<file path="src/rtl/axi_lite_slave_regs_if.sv">
// AXI-Lite bus bundle between a master and the register block.
// Carries the five AXI-Lite channels; clock and reset stay outside.
interface axi_lite_slave_regs_if;
    logic [31:0] awaddr;
    logic        awvalid;
    logic        awready;
    logic [31:0] wdata;
    logic [3:0]  wstrb;
    logic        wvalid;
    logic        wready;
    logic [1:0]  bresp;
    logic        bvalid;
    logic        bready;
    logic [31:0] araddr;
    logic        arvalid;
    logic        arready;
    logic [31:0] rdata;
    logic [1:0]  rresp;
    logic        rvalid;
    logic        rready;

    modport master (
        output awaddr, awvalid, wdata, wstrb, wvalid, bready,
        output araddr, arvalid, rready,
        input  awready, wready, bresp, bvalid,
        input  arready, rdata, rresp, rvalid
    );

    modport slave (
        input  awaddr, awvalid, wdata, wstrb, wvalid, bready,
        input  araddr, arvalid, rready,
        output awready, wready, bresp, bvalid,
        output arready, rdata, rresp, rvalid
    );
endinterface

</file>
<file path="src/rtl/axi_lite_slave_regs.sv">
// AXI-Lite register block: NUM_REGS 32-bit control/status registers.
// One outstanding write and one outstanding read, handled independently.
module axi_lite_slave_regs #(
    parameter logic [31:0] BASE_ADDR = 32'h0000_2000,
    parameter int unsigned NUM_REGS  = 8
) (
    input  logic                      clk,
    input  logic                      rst,
    axi_lite_slave_regs_if.slave      s_axi_lite,
    output logic [NUM_REGS*32-1:0]    regs_o,
    output logic [NUM_REGS-1:0]       reg_wr_pulse_o
);
    localparam int unsigned IW   = $clog2(NUM_REGS);
    localparam logic [31:0] SPAN = 32'(NUM_REGS * 4);
    localparam logic [1:0]  OKAY   = 2'b00;
    localparam logic [1:0]  SLVERR = 2'b10;

    typedef enum logic {W_IDLE, W_RESP} wstate_e;
    typedef enum logic {R_IDLE, R_RESP} rstate_e;

    wstate_e                     wstate_q, wstate_d;
    rstate_e                     rstate_q, rstate_d;
    logic                        aw_got_q, aw_got_d;
    logic                        w_got_q, w_got_d;
    logic [31:0]                 awaddr_q, awaddr_d;
    logic [31:0]                 wdata_q, wdata_d;
    logic [3:0]                  wstrb_q, wstrb_d;
    logic [1:0]                  bresp_q, bresp_d;
    logic [31:0]                 rdata_q, rdata_d;
    logic [1:0]                  rresp_q, rresp_d;
    logic [NUM_REGS-1:0][31:0]   regs_q, regs_d;
    logic [NUM_REGS-1:0]         pulse_q, pulse_d;

    logic [31:0]                 aw_eff;
    logic [31:0]                 w_eff;
    logic [3:0]                  strb_eff;
    logic [31:0]                 woff;
    logic                        whit;
    logic [IW-1:0]               widx;
    logic [31:0]                 roff;
    logic                        rhit;
    logic [IW-1:0]               ridx;

    assign regs_o         = regs_q;
    assign reg_wr_pulse_o = pulse_q;
    assign s_axi_lite.bresp = bresp_q;
    assign s_axi_lite.rdata = rdata_q;
    assign s_axi_lite.rresp = rresp_q;

    // Write path: collect AW and W in any order, commit once both are held.
    always_comb begin
        wstate_d = wstate_q;
        aw_got_d = aw_got_q;
        w_got_d  = w_got_q;
        awaddr_d = awaddr_q;
        wdata_d  = wdata_q;
        wstrb_d  = wstrb_q;
        bresp_d  = bresp_q;
        regs_d   = regs_q;
        pulse_d  = '0;
        s_axi_lite.awready = 1'b0;
        s_axi_lite.wready  = 1'b0;
        s_axi_lite.bvalid  = 1'b0;

        aw_eff   = aw_got_q ? awaddr_q : s_axi_lite.awaddr;
        w_eff    = w_got_q ? wdata_q : s_axi_lite.wdata;
        strb_eff = w_got_q ? wstrb_q : s_axi_lite.wstrb;
        woff     = aw_eff - BASE_ADDR;
        whit     = woff < SPAN;
        widx     = woff[2 +: IW];

        unique case (wstate_q)
            W_IDLE: begin
                s_axi_lite.awready = !aw_got_q;
                s_axi_lite.wready  = !w_got_q;
                if (!aw_got_q && s_axi_lite.awvalid) begin
                    aw_got_d = 1'b1;
                    awaddr_d = s_axi_lite.awaddr;
                end
                if (!w_got_q && s_axi_lite.wvalid) begin
                    w_got_d = 1'b1;
                    wdata_d = s_axi_lite.wdata;
                    wstrb_d = s_axi_lite.wstrb;
                end
                if (aw_got_d && w_got_d) begin
                    if (whit) begin
                        for (int b = 0; b < 4; b++) begin
                            if (strb_eff[b]) begin
                                regs_d[widx][8*b +: 8] = w_eff[8*b +: 8];
                            end
                        end
                        pulse_d[widx] = 1'b1;
                    end
                    bresp_d  = whit ? OKAY : SLVERR;
                    wstate_d = W_RESP;
                end
            end
            W_RESP: begin
                s_axi_lite.bvalid = 1'b1;
                if (s_axi_lite.bready) begin
                    aw_got_d = 1'b0;
                    w_got_d  = 1'b0;
                    wstate_d = W_IDLE;
                end
            end
            default: ;
        endcase
    end

    // Read path: sample the register file on AR, hold the beat until taken.
    always_comb begin
        rstate_d = rstate_q;
        rdata_d  = rdata_q;
        rresp_d  = rresp_q;
        s_axi_lite.arready = 1'b0;
        s_axi_lite.rvalid  = 1'b0;

        roff = s_axi_lite.araddr - BASE_ADDR;
        rhit = roff < SPAN;
        ridx = roff[2 +: IW];

        unique case (rstate_q)
            R_IDLE: begin
                s_axi_lite.arready = 1'b1;
                if (s_axi_lite.arvalid) begin
                    rdata_d  = rhit ? regs_q[ridx] : 32'h0;
                    rresp_d  = rhit ? OKAY : SLVERR;
                    rstate_d = R_RESP;
                end
            end
            R_RESP: begin
                s_axi_lite.rvalid = 1'b1;
                if (s_axi_lite.rready) begin
                    rstate_d = R_IDLE;
                end
            end
            default: ;
        endcase
    end

    // State and register file update with synchronous reset.
    always_ff @(posedge clk) begin
        if (rst) begin
            wstate_q <= W_IDLE;
            rstate_q <= R_IDLE;
            aw_got_q <= 1'b0;
            w_got_q  <= 1'b0;
            awaddr_q <= '0;
            wdata_q  <= '0;
            wstrb_q  <= '0;
            bresp_q  <= OKAY;
            rdata_q  <= '0;
            rresp_q  <= OKAY;
            regs_q   <= '0;
            pulse_q  <= '0;
        end else begin
            wstate_q <= wstate_d;
            rstate_q <= rstate_d;
            aw_got_q <= aw_got_d;
            w_got_q  <= w_got_d;
            awaddr_q <= awaddr_d;
            wdata_q  <= wdata_d;
            wstrb_q  <= wstrb_d;
            bresp_q  <= bresp_d;
            rdata_q  <= rdata_d;
            rresp_q  <= rresp_d;
            regs_q   <= regs_d;
            pulse_q  <= pulse_d;
        end
    end
endmodule
</file>
<file path="src/flat_wrapper.sv">
// flat-port wrapper written by rule: the top's interface ports become plain ports
module axi_lite_slave_regs_flat 
#(
    parameter logic [31:0] BASE_ADDR = 32'h0000_2000,
    parameter int unsigned NUM_REGS  = 8
)
  (clk, rst, regs_o, reg_wr_pulse_o, s_axi_lite_awaddr, s_axi_lite_awvalid, s_axi_lite_wdata, s_axi_lite_wstrb, s_axi_lite_wvalid, s_axi_lite_bready, s_axi_lite_araddr, s_axi_lite_arvalid, s_axi_lite_rready, s_axi_lite_awready, s_axi_lite_wready, s_axi_lite_bresp, s_axi_lite_bvalid, s_axi_lite_arready, s_axi_lite_rdata, s_axi_lite_rresp, s_axi_lite_rvalid);
  axi_lite_slave_regs_if s_axi_lite_i ();
  input  logic clk;
  input  logic rst;
  output logic [NUM_REGS*32-1:0] regs_o;
  output logic [NUM_REGS-1:0] reg_wr_pulse_o;
  input wire logic [$bits(s_axi_lite_i.awaddr)-1:0] s_axi_lite_awaddr;
  input wire logic [$bits(s_axi_lite_i.awvalid)-1:0] s_axi_lite_awvalid;
  input wire logic [$bits(s_axi_lite_i.wdata)-1:0] s_axi_lite_wdata;
  input wire logic [$bits(s_axi_lite_i.wstrb)-1:0] s_axi_lite_wstrb;
  input wire logic [$bits(s_axi_lite_i.wvalid)-1:0] s_axi_lite_wvalid;
  input wire logic [$bits(s_axi_lite_i.bready)-1:0] s_axi_lite_bready;
  input wire logic [$bits(s_axi_lite_i.araddr)-1:0] s_axi_lite_araddr;
  input wire logic [$bits(s_axi_lite_i.arvalid)-1:0] s_axi_lite_arvalid;
  input wire logic [$bits(s_axi_lite_i.rready)-1:0] s_axi_lite_rready;
  output wire logic [$bits(s_axi_lite_i.awready)-1:0] s_axi_lite_awready;
  output wire logic [$bits(s_axi_lite_i.wready)-1:0] s_axi_lite_wready;
  output wire logic [$bits(s_axi_lite_i.bresp)-1:0] s_axi_lite_bresp;
  output wire logic [$bits(s_axi_lite_i.bvalid)-1:0] s_axi_lite_bvalid;
  output wire logic [$bits(s_axi_lite_i.arready)-1:0] s_axi_lite_arready;
  output wire logic [$bits(s_axi_lite_i.rdata)-1:0] s_axi_lite_rdata;
  output wire logic [$bits(s_axi_lite_i.rresp)-1:0] s_axi_lite_rresp;
  output wire logic [$bits(s_axi_lite_i.rvalid)-1:0] s_axi_lite_rvalid;
  assign s_axi_lite_i.awaddr = s_axi_lite_awaddr;
  assign s_axi_lite_i.awvalid = s_axi_lite_awvalid;
  assign s_axi_lite_i.wdata = s_axi_lite_wdata;
  assign s_axi_lite_i.wstrb = s_axi_lite_wstrb;
  assign s_axi_lite_i.wvalid = s_axi_lite_wvalid;
  assign s_axi_lite_i.bready = s_axi_lite_bready;
  assign s_axi_lite_i.araddr = s_axi_lite_araddr;
  assign s_axi_lite_i.arvalid = s_axi_lite_arvalid;
  assign s_axi_lite_i.rready = s_axi_lite_rready;
  assign s_axi_lite_awready = s_axi_lite_i.awready;
  assign s_axi_lite_wready = s_axi_lite_i.wready;
  assign s_axi_lite_bresp = s_axi_lite_i.bresp;
  assign s_axi_lite_bvalid = s_axi_lite_i.bvalid;
  assign s_axi_lite_arready = s_axi_lite_i.arready;
  assign s_axi_lite_rdata = s_axi_lite_i.rdata;
  assign s_axi_lite_rresp = s_axi_lite_i.rresp;
  assign s_axi_lite_rvalid = s_axi_lite_i.rvalid;
  axi_lite_slave_regs #(.BASE_ADDR(BASE_ADDR), .NUM_REGS(NUM_REGS)) u_core (.clk(clk), .rst(rst), .s_axi_lite(s_axi_lite_i), .regs_o(regs_o), .reg_wr_pulse_o(reg_wr_pulse_o));
endmodule
</file>
<file path="config.mk">
export PLATFORM = sky130hd
export DESIGN_NAME = axi_lite_slave_regs_flat
export DESIGN_NICKNAME = d
export VERILOG_FILES = /design/src/rtl/axi_lite_slave_regs_if.sv /design/src/rtl/axi_lite_slave_regs.sv /design/src/flat_wrapper.sv
export SDC_FILE = /design/constraint.sdc
export NUM_CORES = 1
export LEC_CHECK = 0
export BUFFER_PORTS_ARGS = -buffer_cell sky130_fd_sc_hd__buf_2
export CORE_MARGIN = 2
export CORE_UTILIZATION = 55
export CTS_CLUSTER_DIAMETER = 120
export DETAILED_ROUTE_END_ITERATION = 7
export HOLD_SLACK_MARGIN = 0.02
export MAX_ROUTING_LAYER = met4
export PLACE_DENSITY = 0.83
export SYNTH_ARGS = -nofsm -noshare
export SYNTH_HDL_FRONTEND = slang
export SYNTH_SLANG_ARGS = --single-unit
</file>
<file path="constraint.sdc">
create_clock -name clk -period 3.8 [get_ports clk]
set_input_delay 0.76 -clock clk [delete_from_list [all_inputs] [get_ports clk]]
set_output_delay 0.76 -clock clk [all_outputs]
set_load 0.03 [all_outputs]
</file>
==> qor.yml <==
final_layout:
  utilization_pct: 67.22
  mostFrequentLayoutCells: "buf_2, dfxtp_1, mux2i_1"
  final_common_cell: "buf_2"
  nets: 2148
  fill_cells: 2468
  finalInstanceArea_sq_um: 21320
  drive_above_1_share_pct: 32.75
  area_delta_synth_final_pct: 19.53
clock_tree:
  cts_setup_buffers: 0
  hold_buffers: 0
  htreeDepth: 2
  clk-insertion-delay-late_ns: 0.52
  postCtsResizedCells: 0
  root_buffer: "clkbuf_16"
  clock_path_buffers: 3
  cts.sinks: 368
  numCtsBuffers: 40
  cts.clk_slew.worst_paths_ns: 0.06
  tritoncts: "built"
drt:
  vias: 14468
  drtAntennaViolNets: 0
  drc: 0
  drt-initial-drc-count: 840
  via_per_inst: 5.853
  drt-total-wl_microns: 52560
  first_pass_iters: 5
  wire_per_inst_microns: 21.26
grt:
  grt_pass1_wl_microns: 80120
  grt_max_degree: 169
  grt_overflow: 0
  grt_pass1_vias: 14102
  grt_antenna_before_repair: 5
  track_usage_pct: 31.19
logic_synthesis:
  synthFlopType: "dfxtp_1"
  yosysWarnings: 0
  synthTopCellsByArea: "dfxtp_1, mux2i_1, nand2b_1"
  synth_edf_count: 0
  synth_top_cell_by_area: "dfxtp_1"
  netlist_area_sq_um: 17840
  synthCells: 1707
  synth_top_area_share_pct: 41.30
  avgSynthCellArea_sq_um: 10.45
  yosys_register_bits: 368
  async_flop_share_pct: 0
  ys_types: 53
  ys_seq_area_share_pct: 41.30
die:
  die_w_microns: 184.1
  die-area_sq_um: 33890
  initial_core_util_pct: 56.23
  io_pins: 412
  rows: 65
  die_h_microns: 184.1
  fp.coreArea_sq_um: 31720
worst_hold_path:
  hp-class: "reg2reg"
  hold_start: "u_core.awaddr_q[12]$_SDFFE_PP0P_"
timing:
  setup_viol: 0
  setup-tns-final_ns: 0
  slew_violations: 0
  finClkSkew_ns: 0.01329
  fmax_mhz: 278.3
  fin_crit_ns: 3.594
  rsz0062_at_grt: "no"
  max_slew_margin_pct: 23.23
  final.setup.worst_slack_ns: 0.2062
  worst_pin_slew_ns: 1.152
  fin_crit_sh_pct: 94.57
  hold_viol_final: 0
power:
  vdd_drop_max_uv: 323.0
  p_per_area_nw_per_um2: 400.4
  p_leak_nw: 10.54
  total_power_mw: 8.537
flow_run:
  drv_cap: 0
place:
  post-place-ws_ns: 0.2954
  dpl_cell_area_sq_um: 20050
  hpwlAfterDp_microns: 37370
  io_buffer_count: 405
  place_congestion: 0.8898
setup_path:
  crit_path_start: "u_core.aw_got_q$_SDFFE_PP0P_"
  cp-start-kind: "register"
  r2r-start: "u_core.aw_got_q$_SDFFE_PP0P_"
  cp.required_ns: 4.23
  critPathKind: "reg2reg"
  slowest_stage: "dfxtp_2"
  critPathMaxFanout: 43
  crit_chain: "nor4b_1 > nand4b_1 > a2111oi_0 > and3_4 > buf_4 > nand4_4 > mux2i_1"
  cp.arrival_ns: 4.02
  slowest_delay_ns: 0.87
  worst_setup_path_end_kind: "register"
status:
  status: "finished clean"
[Yosys cell counts (3+ instances only)]
cell type / count
a2111oi_0: 3
a21oi_1: 75
a22oi_1: 32
buf_1: 42
buf_12: 3
buf_2: 3
buf_4: 9
buf_6: 3
clkbuf_1: 84
dfxtp_1: 368
inv_1: 9
mux2_2: 38
mux2i_1: 301
mux4_2: 64
nand2_1: 168
nand2b_1: 264
nand4_4: 32
nand4b_1: 4
nor2_1: 51
nor2b_1: 6
nor3_1: 41
nor3b_1: 3
nor4_1: 10
nor4b_1: 16
o21ai_0: 4
o22ai_1: 6
or2_2: 32
xnor2_1: 4
[registers in the layout, indices dropped and copies added (netlist names)]
signal and count:
u_core.s_axi_lite.rresp 1, u_core.awaddr_q 30, u_core.s_axi_lite.rdata 32, u_core.regs_o 256, u_core.rstate_q 1, u_core.wdata_q 32, u_core.reg_wr_pulse_o 8, u_core.w_got_q 1
u_core.wstrb_q 4, u_core.wstate_q 1, u_core.s_axi_lite.bresp 1, u_core.aw_got_q 1
[through the flow]
step / std cells / hold WS, ns
2_1_floorplan: 1708 / 0.4311
3_3_place_gp: 2399 / 0.4387
3_5_place_dp: 2399 / 0.4446
4_1_cts: 2469 / 0.4522
5_1_grt: 2471 / 0.4656
6_report: 2472 / 0.4515
[cell type report]
type / instances / area (sq um) / share of cell area (%)
clock buffers: 62 / 1215 / 5.699
diodes: 3 / 7.507 / 0.03521
multi-input cells: 1186 / 9822 / 46.07
inverters: 9 / 33.78 / 0.1585
well taps: 402 / 503.0 / 2.359
repair buffers: 434 / 2322 / 10.89
flip-flops and latches: 368 / 7370 / 34.57
clock inverters: 8 / 46.29 / 0.2171
[cell families after synthesis]
family | synth area share [%]
compound gates | 4.918
xor+xnor | 0.1964
fa+ha+maj | 0.1403
buf+inv | 3.858
flops | 41.30
mux | 27.44
other cells | 0.02103
simple gates | 22.13
[critical path: cells and delay by family (launching register included)]
| family | cells | cell delay (ns) |
|---|---|---|
| AND/OR/NAND/NOR | 4 | 1.27 |
| flip-flops | 1 | 0.87 |
| multiplexers | 1 | 0.27 |
| AO/OA/AOI/OAI | 1 | 0.74 |
| buffers and inverters | 1 | 0.33 |
[per-layer routing]
layer  track usage [%]  up-vias  part of all wire (%)
li1                  -     6656                     -
met1             40.24     7042                    43
met2             48.51      614                    46
met3             5.269      156                   6.3
met4             13.44        0                   4.5
met5                 -        -                     0
[where the power goes]
group,switching [mW],internal [mW]
Clock,1.53,2.19
Combinational,0.548,0.309
Sequential,0.0460,3.91
Total,2.12,6.41
[worst paths after layout]
path,to,slack [ns],cells past startpoint
hold / removal,u_core.awaddr_q[12]$_SDFFE_PP0P_,0.45,2
hold reg to reg,u_core.awaddr_q[12]$_SDFFE_PP0P_,0.45,2
setup / recovery,u_core.regs_o[36]$_SDFFE_PP0P_,0.21,7
setup reg to reg,u_core.regs_o[36]$_SDFFE_PP0P_,0.21,7
(Power assumes the default switching activity.)
